### src/rtl/ram_stream_reader_pkg.sv
// Shared definitions for the RAM stream reader: FSM encoding and default geometry.
package ram_stream_reader_pkg;

  typedef logic [1:0] state_t;

  localparam state_t IDLE  = 2'd0;
  localparam state_t RUN   = 2'd1;
  localparam state_t DRAIN = 2'd2;

  localparam int C_DAT_W_DEF  = 8;
  localparam int C_ADR_W_DEF  = 10;
  localparam int C_LAT_DEF    = 2;
  localparam int C_FDEPTH_DEF = 4;

endpackage

### src/rtl/ram_stream_reader_fifo.sv
// Synchronous skid FIFO, power-of-two depth, with a flush input that wins over push/pop.
module ram_stream_fifo #(
  parameter int DW    = 8,
  parameter int DEPTH = 4
) (
  input  logic                     clk,
  input  logic                     rst_n,
  input  logic                     push,
  input  logic [DW-1:0]            din,
  input  logic                     pop,
  input  logic                     clear,
  output logic [DW-1:0]            dout,
  output logic                     empty,
  output logic [$clog2(DEPTH):0]   count
);

  localparam int AW = $clog2(DEPTH);
  localparam int CW = AW + 1;

  logic [DW-1:0] mem [DEPTH];
  logic [AW-1:0] wr_ptr;
  logic [AW-1:0] rd_ptr;
  logic          full;
  logic          do_push;
  logic          do_pop;

  assign empty   = (count == '0);
  assign full    = (count == CW'(DEPTH));
  assign do_pop  = pop && !empty;
  assign do_push = push && (!full || do_pop);
  assign dout    = mem[rd_ptr];

  always_ff @(posedge clk or negedge rst_n) begin
    if (!rst_n) begin
      wr_ptr <= '0;
      rd_ptr <= '0;
      count  <= '0;
      for (int i = 0; i < DEPTH; i++) begin
        mem[i] <= '0;
      end
    end else if (clear) begin
      wr_ptr <= '0;
      rd_ptr <= '0;
      count  <= '0;
    end else begin
      if (do_push) begin
        mem[wr_ptr] <= din;
        wr_ptr      <= wr_ptr + AW'(1);
      end
      if (do_pop) begin
        rd_ptr <= rd_ptr + AW'(1);
      end
      case ({do_push, do_pop})
        2'b10:   count <= count + CW'(1);
        2'b01:   count <= count - CW'(1);
        default: count <= count;
      endcase
    end
  end

endmodule

### src/rtl/ram_stream_reader.sv
// Fetches LEN words from BASE upward out of a fixed-latency RAM read port and streams them
// on valid/ready; issue is credit-limited so the skid FIFO absorbs every in-flight word.
module ram_stream_reader
  import ram_stream_reader_pkg::*;
#(
  parameter int C_DAT_W  = C_DAT_W_DEF,
  parameter int C_ADR_W  = C_ADR_W_DEF,
  parameter int C_LAT    = C_LAT_DEF,
  parameter int C_FDEPTH = C_FDEPTH_DEF
) (
  input  logic               CK_i,
  input  logic               XAR_i,
  input  logic               START_i,
  input  logic               ABORT_i,
  input  logic [C_ADR_W-1:0] BASEs_i,
  input  logic [C_ADR_W:0]   LENs_i,
  output logic [C_ADR_W-1:0] RAs_o,
  input  logic [C_DAT_W-1:0] RDs_i,
  output logic [C_DAT_W-1:0] Q_Ds_o,
  output logic               Q_VLD_o,
  input  logic               Q_RDY_i,
  output logic               BUSY_o,
  output logic               DONE_o
);

  localparam int CW = $clog2(C_FDEPTH) + 1;

  state_t             state;
  state_t             state_nxt;
  logic [C_ADR_W-1:0] base;
  logic [C_ADR_W:0]   len;
  logic [C_ADR_W:0]   issued;
  logic [C_ADR_W:0]   issued_inc;
  logic [C_LAT-1:0]   flight;
  logic [CW-1:0]      fifo_cnt;
  logic               fifo_empty;
  logic               pop;
  logic               push;
  logic               credit;
  logic               issue;
  logic               start_ok;
  logic               last_xfer;
  logic               done_nxt;

  assign issued_inc = issued + (C_ADR_W + 1)'(1);
  assign pop        = Q_VLD_o && Q_RDY_i;
  assign push       = flight[C_LAT-1];
  assign Q_VLD_o    = !fifo_empty;
  // A word leaving this cycle is still counted: credit only frees up after the pop lands.
  assign credit     = (int'(fifo_cnt) + $countones(flight)) < C_FDEPTH;
  assign last_xfer  = (flight == '0) && (fifo_cnt == CW'(1)) && pop;

  always_ff @(posedge CK_i or negedge XAR_i) begin
    if (!XAR_i) begin
      state <= IDLE;
    end else begin
      state <= state_nxt;
    end
  end

  always_comb begin
    state_nxt = state;
    if (ABORT_i) begin
      state_nxt = IDLE;
    end else begin
      case (state)
        IDLE:    if (START_i && (LENs_i != '0)) state_nxt = RUN;
        RUN:     if (issue && (issued_inc == len)) state_nxt = DRAIN;
        DRAIN:   if (last_xfer) state_nxt = IDLE;
        default: state_nxt = IDLE;
      endcase
    end
  end

  always_comb begin
    BUSY_o   = 1'b0;
    issue    = 1'b0;
    start_ok = 1'b0;
    done_nxt = 1'b0;
    case (state)
      IDLE: begin
        start_ok = START_i && !ABORT_i;
        done_nxt = start_ok && (LENs_i == '0);
      end
      RUN: begin
        BUSY_o = 1'b1;
        issue  = credit && !ABORT_i;
      end
      DRAIN: begin
        BUSY_o   = 1'b1;
        done_nxt = last_xfer && !ABORT_i;
      end
      default: ;
    endcase
  end

  // flight[k] marks an address issued k+1 edges ago; the top bit lines up with its RDs_i word.
  always_ff @(posedge CK_i or negedge XAR_i) begin
    if (!XAR_i) begin
      base   <= '0;
      len    <= '0;
      issued <= '0;
      RAs_o  <= '0;
      flight <= '0;
      DONE_o <= 1'b0;
    end else begin
      DONE_o <= done_nxt;
      flight <= ABORT_i ? '0 : ((flight << 1) | C_LAT'(issue));
      if (start_ok) begin
        base   <= BASEs_i;
        len    <= LENs_i;
        issued <= '0;
      end else if (issue) begin
        RAs_o  <= base + issued[C_ADR_W-1:0];
        issued <= issued_inc;
      end
    end
  end

  ram_stream_fifo #(
    .DW    (C_DAT_W),
    .DEPTH (C_FDEPTH)
  ) u_fifo (
    .clk   (CK_i),
    .rst_n (XAR_i),
    .push  (push),
    .din   (RDs_i),
    .pop   (pop),
    .clear (ABORT_i),
    .dout  (Q_Ds_o),
    .empty (fifo_empty),
    .count (fifo_cnt)
  );

endmodule

### config.mk
export PLATFORM = sky130hd
export DESIGN_NAME = ram_stream_reader
export DESIGN_NICKNAME = d
export VERILOG_FILES = /design/src/rtl/ram_stream_reader_pkg.sv /design/src/rtl/ram_stream_reader_fifo.sv /design/src/rtl/ram_stream_reader.sv
export SDC_FILE = /design/constraint.sdc
export NUM_CORES = 1
export LEC_CHECK = 0
export ABC_CLOCK_PERIOD_IN_PS = 2350
export BUFFER_PORTS_ARGS = -buffer_cell sky130_fd_sc_hd__clkbuf_2
export CAP_MARGIN = 25
export CORE_MARGIN = 10
export CORE_UTILIZATION = 30
export DETAILED_ROUTE_END_ITERATION = 10
export HOLD_SLACK_MARGIN = 0.05
export PLACE_DENSITY = 0.58
export SYNTH_ARGS = -nofsm -noshare
export SYNTH_HDL_FRONTEND = slang
export SYNTH_SLANG_ARGS = --single-unit
### constraint.sdc
create_clock -name CK_i -period 2.35 [get_ports CK_i]
set_input_delay 0.235 -clock CK_i [delete_from_list [all_inputs] [get_ports CK_i]]
set_output_delay 0.235 -clock CK_i [all_outputs]
set_load 0.02 [all_outputs]
* After elaboration in Yosys (flattened, before gate mapping)
Cells that the tools add are included. Widths: inputs -> output; s select.
Word-level totals: flip-flop bits (word level) 86, latch bits 0, memory bits (writable) 0, bits in read-only memories 0, bits of input ports 34, output and inout port bits 21, logic and storage cells 94, memories kept 0
Cells by class: add/subtract/negate cells 8, multipliers 0, div/mod/pow operators 0, order comparisons 4, equality and inequality tests 10, shift operators 0, mux-type cells 24, bitwise operators 5, reduce and logical (&&, ||, !) cells 29
Operator list (number):
- $bwmux 32 | 1
- $mux 8 | 3
- $mux 11 | 2
- $mux 2 | 9
- $bmux 8 s2 | 1
- $demux 8 s2 | 1
- $logic_and 1x1->1 | 12
- $add 11x1->11 const B | 1
- $eq 11x11->1 | 1
- $logic_not 11->1 | 1
- $reduce_bool 11->1 | 1
- $add 10x10->10 | 1
- $ne 3x3->1 const B | 3
- $ge 3x3->1 const B | 2
- $not 2->3 | 2
- $pmux 2 s3 | 1
- $pmux 3 s2 | 1
- $reduce_bool 2->1 | 3
- $add 2x1->2 const B | 2
- $add 3x2->4 | 1
- $eq 2x1->1 const B | 2
- $eq 2x2->1 const B | 2
- $logic_not 2->1 | 2
- $lt 4x3->1 const B | 1
- other kinds (18) | 24

* Longest topological paths before layout
depth after elaboration 9, gate-level depth with buffers 10, gate-level depth less buffers 10

* Hierarchy
Synthesis repeated with hierarchy kept, for this count alone.
Unflattened totals: cell total of the unflattened synthesis 447, area total of the unflattened synthesis 4738.3 um^2
By module, submodules not included:
- ram_stream_reader | instances 1, cells an instance 310, area an instance 2765.2 um^2, sequential area each 1176.1 um^2
- ram_stream_fifo | instances 1, cells an instance 137, area an instance 1973.1 um^2, sequential area each 975.9 um^2

* Worst setup path after synthesis
Ideal clock, no wire load.
path type register to register, start point reg issued[0], end point reg RAs_o[8], library setup time 96 ps, arrival 2087 ps, data required time 2254 ps, path slack 168 ps, stages on the path, launching flop included 11, path buffers 0, period minus slack after synthesis 2182 ps, cells stage by stage dfrtp_1 > ha_1 > inv_1 > fa_1 > nor2b_1 > o21ai_0 > a21oi_1 > o21ai_0 > a211oi_1 > nor3_1 > o31ai_1
Between the ends: longest elaborated chain between the ends 1
Ends and longest elaborated chain:
- start: declaration | RTL line ram_stream_reader.sv:32 | logic [C_ADR_W:0] issued;
- start signal: assignment | RTL line ram_stream_reader.sv:115 | issued <= issued_inc;
- $add 10x10->10 | RTL line ram_stream_reader.sv:114 | RAs_o <= base + issued[C_ADR_W-1:0];
- end signal: assignment | RTL line ram_stream_reader.sv:114
- end: declaration | RTL line ram_stream_reader.sv:17 | output logic [C_ADR_W-1:0] RAs_o,
Every way passes these cells. A chain may end at the register's enable or synchronous reset.

* Final worst setup path
start point reg issued[1], end point reg state[1]
Between the ends: longest elaborated chain between the ends 5
Ends and longest elaborated chain:
- $add 11x1->11 | RTL line ram_stream_reader.sv:45 | assign issued_inc = issued + (C_ADR_W + 1)'(1);
- $eq 11x11->1 | RTL line ram_stream_reader.sv:68 | RUN: if (issue && (issued_inc == len)) state_nxt = DRAIN;
- $logic_and 1x1->1 | RTL line ram_stream_reader.sv:68
- $ne 3x3->1 (no source line)
- $reduce_and 3->1 (no source line)
- end signal: assignment | RTL line ram_stream_reader.sv:57 | state <= state_nxt;
- end: declaration | RTL line ram_stream_reader.sv:28 | state_t state;
Every way passes these cells.

==> impl_metrics.csv <==
group,metric,value,unit
placement,gp_congestion,0.783,
global_routing,antenna_found_initial,0,
timing,tightestPinTransition,0.584,ns
job,cap_violations,0,
timing,fmax,0.450,GHz
worst_setup_path,cp_num_buf_inv,0,
floorplanning,core,0.0147,mm^2
power_and_ir_drop,peakVddDrop,0.367,mV
detailed_routing,dr.first_iter.drc_count,91,
floorplanning,die_w,143,um
timing,finalCritPeriodShare,94.5,%
clock_tree,clkLatencyLatePin,0.36,ns
power_and_ir_drop,p_leak,2.59,nW
clock_tree,cts_htree_levels,3,
placement,dpl.hpwl,7430,um
min_path,hold_path.class,"input pin to flop",
detailed_routing,ant_nets,0,
detailed_routing,routed_wirelength,9850,um
worst_setup_path,critPathRequiredTime,2.58,ns
detailed_routing,avgViaCountPerCell,4.73,
finish,nets,555,
timing,slew_violations,0,
logic_synthesis,yosysWarnings,0,
worst_setup_path,startpoint,"issued[1]",
placement,place_inst,669,
clock_tree,cts.sink_count,86,
placement,pre_cts_slack,0.0862,ns
floorplanning,start_util,30.9,%
power_and_ir_drop,finalPower,5.76,mW
timing,hold_violations,0,
logic_synthesis,ys_ff_latch,86,
global_routing,grt_pass1_wl,16600,um
global_routing,grt_max_degree,40,
logic_synthesis,ys_types,46,
placement,io_buffers,54,
logic_synthesis,synthesis.area,0.00454,mm^2
logic_synthesis,syn-num-nets,493,
timing,fin_ws,0.130,ns
logic_synthesis,synthFlopType,"dfrtp_1",
timing,slew_headroom,61.1,%
clock_tree,cts_setup_buffers,0,
timing,period_minus_slack,2.22,ns
worst_setup_path,worstReg2RegStart,"issued[1]",
finish,synthToLayoutAreaGrowth,19.4,%
logic_synthesis,async_reset_ff_share,100,%
worst_setup_path,crit_path_end_kind,"flop",
clock_tree,clockRootBuffer,"clkbuf_16",
floorplanning,rows,44,
global_routing,grt_pass1_vias,3297,
finish,final_cell_mix,"88 x nand2_1, 85 x dfrtp_1, 53 x clkbuf_2",
logic_synthesis,post-synth-top-area-cell,"dfrtp_1",
worst_setup_path,critPathMaxStageDelay,0.43,ns
floorplanning,dieArea,0.0205,mm^2
min_path,hp-start,"BASEs_i[2]",
detailed_routing,via_count,3245,
worst_setup_path,cpLargestDelayFamily,"simple AND/OR/NAND/NOR gates",
global_routing,grt_overflow,0,
detailed_routing,wl_per_cell,14.4,um
logic_synthesis,yosysTopAreaCellShare,47.4,%
power_and_ir_drop,power-per-cell-area,1060,mW/mm^2
finish,diodes,0,
worst_setup_path,slowest_stage,"dfrtp_2",
floorplanning,die_y,143,um
timing,setup_viol,0,
timing,setup_tns,0,ns
floorplanning,ioPinCount,55,
finish,final_common_cell,"nand2_1",
worst_setup_path,critPathLaunchType,"flop",
detailed_routing,first_pass_iters,4,
finish,fin_cells,686,
logic_synthesis,synth_edf_count,0,
timing,fin_worst_skew,0.0101,ns
finish,layout-drive-gt1-share,27.1,%
clock_tree,cts_buffers,9,
global_routing,grt_use_total,10.2,%
clock_tree,tritoncts,"built",
worst_setup_path,critPathArrivalTime,2.45,ns
logic_synthesis,synthTopCellsByArea,"dfrtp_1 47%, mux2_2 8.2%, nand2_1 7.3%",
logic_synthesis,synthCells,435,
timing,rsz0062_at_grt,"false",
worst_setup_path,crit_path_frequent_cell,"or3_1",
finish,nFillCells,1453,
worst_setup_path,crit_chain,"ha_1 -> nand3_4 -> or3_1 -> or3_1 -> o211ai_1 -> and4bb_4 -> o21ai_0 -> o41ai_1",
logic_synthesis,yosysSeqAreaShare,47.4,%
run_status,status,"complete, no violations",
clock_tree,clk_pin_slew,0.07,ns
detailed_routing,drcViolationCount,0,
logic_synthesis,syn_avg_cell_area,10.4,um^2
worst_setup_path,critPathKind,"flop to flop",
clock_tree,clockBufferDepth,2,
worst_setup_path,worstPathMaxFanout,6,
[metal layers]
metal  vias up  track usage [%]  wire [um]
met4         0             3.96        161
met3        16             3.91        678
li1       1622                -          -
met2        60             15.3       4410
met1      1547             13.0       4600
met5         -                0          0
[layout make-up]
cell class                      instances  area (um^2)  area share, %
Clock buffer                            9          225           4.15
Clock inverter                          7         78.8           1.45
Inverter                               16         60.1           1.11
Multi-Input combinational cell        315         2260           41.7
Sequential cell                        86         2150           39.7
Tap cell                              184          230           4.24
Timing Repair Buffer                   69          413           7.61
[where the power goes]
part           switching (mW)  internal, mW
Sequential              0.316          1.89
Clock                   0.620         0.834
Combinational            1.16         0.940
[cells by family after synthesis]
| kind of cell | count (synthesis) | share of synthesized area (%) |
|---|---|---|
| xor gates and xnor gates | 35 | 6.75 |
| adders and majority gates | 24 | 6.77 |
| buffers and inverters | 34 | 3.06 |
| DFF | 86 | 47.4 |
| and+or+nand+nor | 159 | 16.2 |
| muxes | 42 | 12.4 |
| AOI/OAI and AO/OA | 55 | 7.49 |
[tightest hold or removal path: cells and delay by family]
kind	cells	cell delay [ns]
simple gates	2	0.09
buf+inv	1	0.08
[metrics by stage]
stage / utilization, % / hold WS (ns) / area [um^2]
2_1_floorplan: - / -0.0606 / 4540
3_3_place_gp: 34.7 / 0.235 / 5100
3_5_place_dp: 34.7 / 0.236 / 5100
4_1_cts: 36.9 / 0.0646 / 5420
5_1_grt: 36.9 / 0.0688 / 5420
6_report: 36.9 / 0.0757 / 5420
[state kept, by name, indices dropped and copies added, names as in the netlist, 2 cells and up]
signal and flops:
u_fifo.mem 32, issued 11, len 11, base 10, u_fifo.rd_ptr 2, u_fifo.wr_ptr 2, u_fifo.count 3, flight 2
RAs_o 10, state 2
[path summary, 6_finish.rpt]
kind	end	slack, ns	cells past startpoint
setup / recovery	state[1]	0.13	8
hold / removal	base[2]	0.08	3
setup reg to reg	state[1]	0.13	8
hold reg to reg	RAs_o[2]	0.48	2
max in group asynchronous	u_fifo.count[2]	1.33	3
min in group asynchronous	u_fifo.mem[12]	0.40	2
[Yosys cell counts, types with 3 or more instances]
master,n
nor4_1,4
nor2_1,29
o21bai_1,3
a31oi_1,3
inv_1,16
or2_2,3
xor2_1,16
clkbuf_1,13
a21oi_1,11
a21o_1,3
nand4_1,5
nand2_1,88
mux4_2,8
mux2_2,33
nor2b_1,4
o21ai_0,21
nor3_1,5
dfrtp_1,86
or3_1,3
xnor2_1,19
ha_1,23
nand3_1,8
[timing repair]
| action | in CTS | in global routing |
|---|---|---|
| resized for setup | 0 | 3 |
| endpoints found under the hold margin | 37 | 0 |
| endpoints found under the setup margin | 0 | 3 |
| hold buffers | 1 | 0 |
Power figures use the tool's default switching activity.
